`config.mk`:
```
export PLATFORM = sky130hd
export DESIGN_NAME = sensor_display_scheduler
export DESIGN_NICKNAME = d
export VERILOG_FILES = /design/src/rtl/sensor_display_scheduler_pkg.sv /design/src/rtl/sensor_display_scheduler_tick_gen.sv /design/src/rtl/sensor_display_scheduler.sv
export SDC_FILE = /design/constraint.sdc
export NUM_CORES = 1
export LEC_CHECK = 0
export CAP_MARGIN = 20
export CORE_ASPECT_RATIO = 1.2
export CORE_MARGIN = 2
export CORE_UTILIZATION = 48
export CTS_CLUSTER_DIAMETER = 150
export DETAILED_ROUTE_END_ITERATION = 8
export PLACE_DENSITY = 0.73
export SKIP_CTS_REPAIR_TIMING = 1
export SLEW_MARGIN = 20
export SYNTH_ARGS = -nofsm -noshare
export SYNTH_HDL_FRONTEND = slang
export SYNTH_SLANG_ARGS = --single-unit
export TNS_END_PERCENT = 1
```
`constraint.sdc`:
```
create_clock -name clk_pix -period 2 [get_ports clk_pix]
set_input_delay 0.3 -clock clk_pix [delete_from_list [all_inputs] [get_ports clk_pix]]
set_output_delay 0.3 -clock clk_pix [all_outputs]
set_load 0.01 [all_outputs]
```
`src/rtl/sensor_display_scheduler_pkg.sv`:
```
// sensor_sched_pkg
//   Shared types and constants for the sensor display scheduler:
//   - the scheduler FSM state enum (IDLE / START / WAIT)
//   - the width of the measurement values and of the failure counter
//   - a saturating increment used by the failure counter
package sensor_sched_pkg;

  localparam int VAL_W = 16;
  localparam int ERR_W = 8;

  typedef enum logic [1:0] {
    IDLE  = 2'd0,
    START = 2'd1,
    WAIT  = 2'd2
  } state_t;

  // Increment that sticks at all-ones instead of wrapping.
  function automatic logic [ERR_W-1:0] sat_inc(input logic [ERR_W-1:0] v);
    logic [ERR_W-1:0] r;
    if (v == {ERR_W{1'b1}}) begin
      r = v;
    end else begin
      r = v + {{(ERR_W-1){1'b0}}, 1'b1};
    end
    return r;
  endfunction

endpackage

```
`src/rtl/sensor_display_scheduler_tick_gen.sv`:
```
// tick_gen
//   Free-running period timer. The counter idles at 0 out of reset, so the
//   first tick appears in the first cycle after reset is released; after
//   that a tick fires once every PERIOD_CYC cycles.
// Ports:
//   clk_pix  in   pixel clock
//   rst_pix  in   synchronous active-high reset
//   tick     out  high for one cycle whenever the counter is 0
module tick_gen #(
  parameter int PERIOD_CYC = 37000000
) (
  input  logic clk_pix,
  input  logic rst_pix,
  output logic tick
);

  localparam int CW = (PERIOD_CYC > 1) ? $clog2(PERIOD_CYC) : 1;
  localparam logic [CW-1:0] RELOAD  = CW'(PERIOD_CYC - 1);
  localparam logic [CW-1:0] CNT_ONE = CW'(1);

  logic [CW-1:0] r_cnt;

  // Down-counter: reload on the tick cycle, otherwise decrement.
  always_ff @(posedge clk_pix) begin
    if (rst_pix) begin
      r_cnt <= '0;
    end else if (r_cnt == '0) begin
      r_cnt <= RELOAD;
    end else begin
      r_cnt <= r_cnt - CNT_ONE;
    end
  end

  assign tick = (r_cnt == '0);

endmodule

```
`src/rtl/sensor_display_scheduler.sv`:
```
// sensor_display_scheduler
//   Periodically requests a temperature/pressure measurement, retries failed
//   attempts, and hands finished results to the text renderer only at frame
//   boundaries so the displayed digits never tear mid-frame.
// Ports:
//   clk_pix        in   pixel clock (only clock)
//   rst_pix        in   synchronous active-high reset
//   frame_start    in   pulse at the first pixel of each frame
//   meas_start     out  one-cycle request to the SPI engine
//   meas_busy      in   engine busy; requests are held off while high
//   meas_done      in   result pulse, meas_t/meas_p valid with it
//   meas_err       in   engine error pulse
//   meas_t/meas_p  in   raw results
//   t_value/p_value out frame-stable displayed values
//   stale          out  displayed values are not from the latest period
//   err_cnt        out  saturating count of failed periods
module sensor_display_scheduler
  import sensor_sched_pkg::*;
#(
  parameter int PERIOD_CYC  = 37000000,
  parameter int TIMEOUT_CYC = 2000000,
  parameter int MAX_RETRY   = 3
) (
  input  logic             clk_pix,
  input  logic             rst_pix,
  input  logic             frame_start,
  output logic             meas_start,
  input  logic             meas_busy,
  input  logic             meas_done,
  input  logic             meas_err,
  input  logic [VAL_W-1:0] meas_t,
  input  logic [VAL_W-1:0] meas_p,
  output logic [VAL_W-1:0] t_value,
  output logic [VAL_W-1:0] p_value,
  output logic             stale,
  output logic [ERR_W-1:0] err_cnt
);

  localparam int WW = (TIMEOUT_CYC > 1) ? $clog2(TIMEOUT_CYC) : 1;
  localparam int RW = (MAX_RETRY > 1) ? $clog2(MAX_RETRY) : 1;
  // The attempt times out in its TIMEOUT_CYC-th WAIT cycle, i.e. when the
  // counter would step onto TIMEOUT_CYC.
  localparam logic [WW-1:0] WAIT_LAST  = WW'(TIMEOUT_CYC - 1);
  localparam logic [WW-1:0] WAIT_ONE   = WW'(1);
  localparam logic [RW-1:0] RETRY_LAST = RW'(MAX_RETRY - 1);
  localparam logic [RW-1:0] RETRY_ONE  = RW'(1);

  state_t           r_state;
  state_t           w_state_nxt;
  logic             w_tick;
  logic [WW-1:0]    r_wait_cnt;
  logic [RW-1:0]    r_retry;
  logic             r_pending;
  logic [VAL_W-1:0] r_pend_t;
  logic [VAL_W-1:0] r_pend_p;
  logic [VAL_W-1:0] r_t_value;
  logic [VAL_W-1:0] r_p_value;
  logic             r_stale;
  logic [ERR_W-1:0] r_err_cnt;
  logic             w_meas_start;
  logic             w_capture;
  logic             w_fail;
  logic             w_retry;
  logic             w_attempt_bad;
  logic             w_show;

  tick_gen #(.PERIOD_CYC(PERIOD_CYC)) u_tick_gen (
    .clk_pix (clk_pix),
    .rst_pix (rst_pix),
    .tick    (w_tick)
  );

  // A simultaneous done+err is an error; done beats a same-cycle timeout.
  assign w_attempt_bad = meas_err | (~meas_done & (r_wait_cnt == WAIT_LAST));
  assign w_show        = frame_start & r_pending;

  // FSM state register.
  always_ff @(posedge clk_pix) begin
    if (rst_pix) begin
      r_state <= IDLE;
    end else begin
      r_state <= w_state_nxt;
    end
  end

  // FSM next state and per-cycle actions.
  always_comb begin
    w_state_nxt  = r_state;
    w_meas_start = 1'b0;
    w_capture    = 1'b0;
    w_fail       = 1'b0;
    w_retry      = 1'b0;
    case (r_state)
      IDLE: begin
        if (w_tick) begin
          w_state_nxt = START;
        end else begin
          w_state_nxt = IDLE;
        end
      end
      START: begin
        if (!meas_busy) begin
          w_meas_start = 1'b1;
          w_state_nxt  = WAIT;
        end else begin
          w_state_nxt = START;
        end
      end
      WAIT: begin
        if (meas_done && !meas_err) begin
          w_capture   = 1'b1;
          w_state_nxt = IDLE;
        end else if (w_attempt_bad) begin
          if (r_retry == RETRY_LAST) begin
            w_fail      = 1'b1;
            w_state_nxt = IDLE;
          end else begin
            w_retry     = 1'b1;
            w_state_nxt = START;
          end
        end else begin
          w_state_nxt = WAIT;
        end
      end
      default: begin
        w_state_nxt = IDLE;
      end
    endcase
  end

  // WAIT cycle counter, cleared whenever the FSM is not waiting.
  always_ff @(posedge clk_pix) begin
    if (rst_pix) begin
      r_wait_cnt <= '0;
    end else if (r_state == WAIT) begin
      r_wait_cnt <= r_wait_cnt + WAIT_ONE;
    end else begin
      r_wait_cnt <= '0;
    end
  end

  // Retry counter: per-period attempt index, zero while idle.
  always_ff @(posedge clk_pix) begin
    if (rst_pix) begin
      r_retry <= '0;
    end else if (w_retry) begin
      r_retry <= r_retry + RETRY_ONE;
    end else if (w_fail || (r_state == IDLE)) begin
      r_retry <= '0;
    end else begin
      r_retry <= r_retry;
    end
  end

  // Pending result buffer; a new capture wins over a same-cycle hand-off.
  always_ff @(posedge clk_pix) begin
    if (rst_pix) begin
      r_pending <= 1'b0;
      r_pend_t  <= '0;
      r_pend_p  <= '0;
    end else if (w_capture) begin
      r_pending <= 1'b1;
      r_pend_t  <= meas_t;
      r_pend_p  <= meas_p;
    end else if (w_show) begin
      r_pending <= 1'b0;
      r_pend_t  <= r_pend_t;
      r_pend_p  <= r_pend_p;
    end else begin
      r_pending <= r_pending;
      r_pend_t  <= r_pend_t;
      r_pend_p  <= r_pend_p;
    end
  end

  // Displayed values change only at a frame boundary with a result waiting.
  always_ff @(posedge clk_pix) begin
    if (rst_pix) begin
      r_t_value <= '0;
      r_p_value <= '0;
    end else if (w_show) begin
      r_t_value <= r_pend_t;
      r_p_value <= r_pend_p;
    end else begin
      r_t_value <= r_t_value;
      r_p_value <= r_p_value;
    end
  end

  // Stale flag and failure count; a failed period outranks a hand-off.
  always_ff @(posedge clk_pix) begin
    if (rst_pix) begin
      r_stale   <= 1'b1;
      r_err_cnt <= '0;
    end else if (w_fail) begin
      r_stale   <= 1'b1;
      r_err_cnt <= sat_inc(r_err_cnt);
    end else if (w_show) begin
      r_stale   <= 1'b0;
      r_err_cnt <= r_err_cnt;
    end else begin
      r_stale   <= r_stale;
      r_err_cnt <= r_err_cnt;
    end
  end

  // The request must appear in the same cycle the engine is seen idle.
  assign meas_start = w_meas_start & ~rst_pix;
  assign t_value    = r_t_value;
  assign p_value    = r_p_value;
  assign stale      = r_stale;
  assign err_cnt    = r_err_cnt;

endmodule

```
==> results_dict.tcl, run 1 <==
set metrics [dict create \
    htree_levels 4 \
    rsz0062_at_grt "yes" \
    syn_area_per_cell_um2 8.32 \
    reg2reg_slack_ns -0.09 \
    grt_usage_pct 20.6 \
    hold_ws_ns 0.240 \
    worst-path-buf-inv 1 \
    async_flop_share_pct 0 \
    leakagePower_nw 2.45 \
    drive_gt1_share_pct 15.2 \
    initial_core_util_pct 49.6 \
    vias 4509 \
    drc 0 \
    clkTransAtPathRegs_ns 0.06 \
    max_stage_delay_ns 0.55 \
    status "finished with violations" \
    required_ns 2.34 \
    antenna_found_initial 0 \
    fin_crit_sh_pct 104 \
    worstReg2RegEnd "err_cnt[4]$_SDFFE_PP0P_" \
    power.density_mw_per_mm2 1180 \
    final_core_util_pct 68.9 \
    synth_top_cell_area_share_pct 50.1 \
    ys_seq_area_share_pct 50.1 \
    place_area_mm2 0.00617 \
    hold_viol_final 0 \
    cap_viol_max_count 0 \
    wire_per_inst_um 13.9 \
    slowest_stage "or4bb_4" \
    synthCells 600 \
    grt_max_degree 38 \
    worstRegToRegCells 6 \
    synth_area_leaders "dfxtp_1 (50%), nand2_1 (11%), a21oi_1 (8.9%)" \
    post-place-cells 820 \
    syn_to_final_growth_pct 38.8 \
    n_antenna_cell 0 \
    holdCritStartpoint "rst_pix" \
    grtUsageMet3_pct 6.21 \
    core_mm2 0.0101 \
    cts_buffers 17 \
    crit_fanout 6 \
    via_per_inst 5.27 \
    grt_pass1_wl_um 19000 \
    syn_nets 642 \
    gr-max-usage-layer "met2" \
    worstSetupPathType "reg -> reg" \
    design.portCount 80 \
    synth_cell_types 49 \
    postLayoutCellArea_mm2 0.00693 \
    ant_nets 0 \
    skew_ns 0.00502 \
    fin_nets 758 \
    slew_viol_final 0 \
    ys_seq_elements 125 \
    synthesis.area_mm2 0.00499 \
    stdcell_count 855 \
    overflow 0 \
    regToRegStartpoint "r_wait_cnt[9]$_SDFF_PP0_" \
    hp-class "in -> reg" \
    drt-total-wl_um 11800 \
    core.rowCount 40 \
    arrival_ns 2.43 \
    gr-usage-met2_pct 37.2 \
    slew_headroom_pct 66.6 \
    drt-pass1-iter-count 4 \
    port-buffer-count 79 \
    met1_usage_pct 23.5 \
    multi_input_area_mm2 0.00240 \
    synth_flop_cell "dfxtp_1" \
    yosys_warnings 0 \
    die_height_um 116 \
    yosysTopAreaCell "dfxtp_1" \
    numClockSinks 125 \
    drt_iter0_drc 197 \
    cts_tree "built" \
    cts_buffer_depth 2 \
    post-route-min-period_ns 2.09 \
    holdPathStages 2 \
    first_global_vias 4323 \
    nFillCells 790 \
    max_freq_mhz 479 \
    synth-edff-count 0 \
    dp_hpwl_um 7630 \
    min_to "u_tick_gen.r_cnt[25]$_SDFF_PP0_" \
    path_cells "or4bb_4, nor4_4, a21oi_4, buf_6, or4_4, a21oi_2" \
    setup_slack_ns -0.0872 \
    worstSetupStartpointType "flop" \
    violations "negative setup slack" \
    die_w_um 97.1 \
    end_kind "flop" \
    cts_root_buf "clkbuf_16" \
    die_area_mm2 0.0112 \
    cp_top_family "simple AND/OR/NAND/NOR gates" \
    setup_viol 5 \
    gp_congestion 0.786 \
    regArea_mm2 0.00250 \
    tightest_slew_ns 0.496 \
    clock_latency_ns 0.41 \
    max-vdd-ir-drop_mv 1.14 \
]
==> final cells by class <==
type                       count  share of cell area, %
sequential                   125                   36.2
inverter                       9                  0.488
timing repair buffer         127                   17.2
tap                          126                   2.28
clock buffer                  20                   6.45
clock inverter                12                   2.67
multi-input combinational    436                   34.7
==> logic make-up after synthesis <==
logic type	count (synthesis)	synth area share, %
AND/OR/NAND/NOR	284	26.9
flip-flops	125	50.1
AO/OA/AOI/OAI	111	11.8
buffers and inverters	39	3.56
XOR/XNOR	35	6.14
adder cells (fa/ha/maj)	4	1.00
multiplexers	2	0.451
==> placed cells by master (no fill, tap or decap), types with 2 or more instances in the layout <==
cell type | netlist | routed
nand4_1 | 6 | 6
clkbuf_16 | 0 | 17
ha_1 | 4 | 4
xnor2_1 | 18 | 18
nor2_1 | 49 | 49
o31ai_2 | 0 | 2
and3_1 | 3 | 3
clkbuf_1 | 24 | 2
a31oi_1 | 2 | 2
inv_1 | 9 | 9
xor2_1 | 17 | 17
dfxtp_2 | 0 | 2
nand2b_1 | 3 | 3
buf_6 | 2 | 2
o31ai_1 | 4 | 2
buf_4 | 1 | 43
or4b_4 | 1 | 2
dfxtp_1 | 125 | 123
inv_6 | 0 | 3
nor3_1 | 10 | 9
or3_1 | 12 | 11
nor4_2 | 0 | 4
a21oi_1 | 89 | 85
or4_4 | 0 | 2
nor2b_1 | 2 | 2
nor4_4 | 2 | 2
nand2_1 | 147 | 147
nor3_2 | 1 | 2
and2_1 | 4 | 4
nand3_1 | 16 | 16
or4_1 | 7 | 5
buf_12 | 0 | 3
o21ai_0 | 9 | 9
a21oi_2 | 1 | 4
nor4_1 | 9 | 5
clkinv_4 | 0 | 3
bufinv_16 | 0 | 4
or2_2 | 2 | 2
clkdlybuf4s50_1 | 0 | 77
==> worst max-delay path by stage <==
stage	from	endpoint	slack [ns]	cells after the start
floorplan	r_wait_cnt[12]$_SDFF_PP0_	err_cnt[5]$_SDFFE_PP0P_	0.0007	5
global placement	meas_done	err_cnt[5]$_SDFFE_PP0P_	-0.30	6
detailed placement	meas_done	err_cnt[5]$_SDFFE_PP0P_	-0.35	6
CTS	r_wait_cnt[12]$_SDFF_PP0_	err_cnt[5]$_SDFFE_PP0P_	-0.12	5
global route	r_wait_cnt[9]$_SDFF_PP0_	err_cnt[4]$_SDFFE_PP0P_	-0.15	6
finish	r_wait_cnt[9]$_SDFF_PP0_	err_cnt[4]$_SDFFE_PP0P_	-0.09	6
==> stage by stage <==
stage / worst slack, ns / setup TNS (ns) / total power, mW
finish: -0.0872 / -0.226 / 8.21
global route: -0.148 / -1.05 / 8.60
CTS: -0.120 / -0.530 / 8.11
detailed placement: -0.350 / -2.77 / 4.85
global placement: -0.300 / -2.32 / 4.78
floorplan: 0.000654 / 0 / 4.19
==> state kept, by name, summed over array words and instances, names as in the netlist <==
signal            count
r_retry               2
r_pend_t             16
u_tick_gen.r_cnt     26
p_value              16
r_pending             1
stale                 1
err_cnt               8
r_pend_p             16
r_state               2
t_value              16
r_wait_cnt           21
==> cells in the mapped netlist (3+ instances only) <==
cell type,instances
xor2_1,17
dfxtp_1,125
and2_1,4
nand3_1,16
nor3_1,10
xnor2_1,18
a21oi_1,89
or3_1,12
ha_1,4
inv_1,9
nand2_1,147
nand2b_1,3
o21ai_0,9
nor2_1,49
or4_1,7
clkbuf_1,24
o31ai_1,4
nor4_1,9
and3_1,3
nand4_1,6
==> power by group <==
part / internal, mW / total (mW) / leakage [nW] / switching (mW)
clock network: 2.13 / 3.24 / 0.306 / 1.11
logic: 0.977 / 1.92 / 1.14 / 0.939
registers: 2.75 / 3.04 / 1.01 / 0.291
==> layer usage <==
metal,wire (um),up-vias
met5,0,-
met4,219,0
met3,548,16
met2,6060,106
met1,5020,2123
li1,-,2264
Note: power is estimated with default switching activity, not from simulation.
==> run 2: changes to the inputs <==
Settings changed: GPL_ROUTABILITY_DRIVEN set to 1.
==> results of run 2 <==
Same layout as run 1: the final DEF is identical, and so are final timing and power.
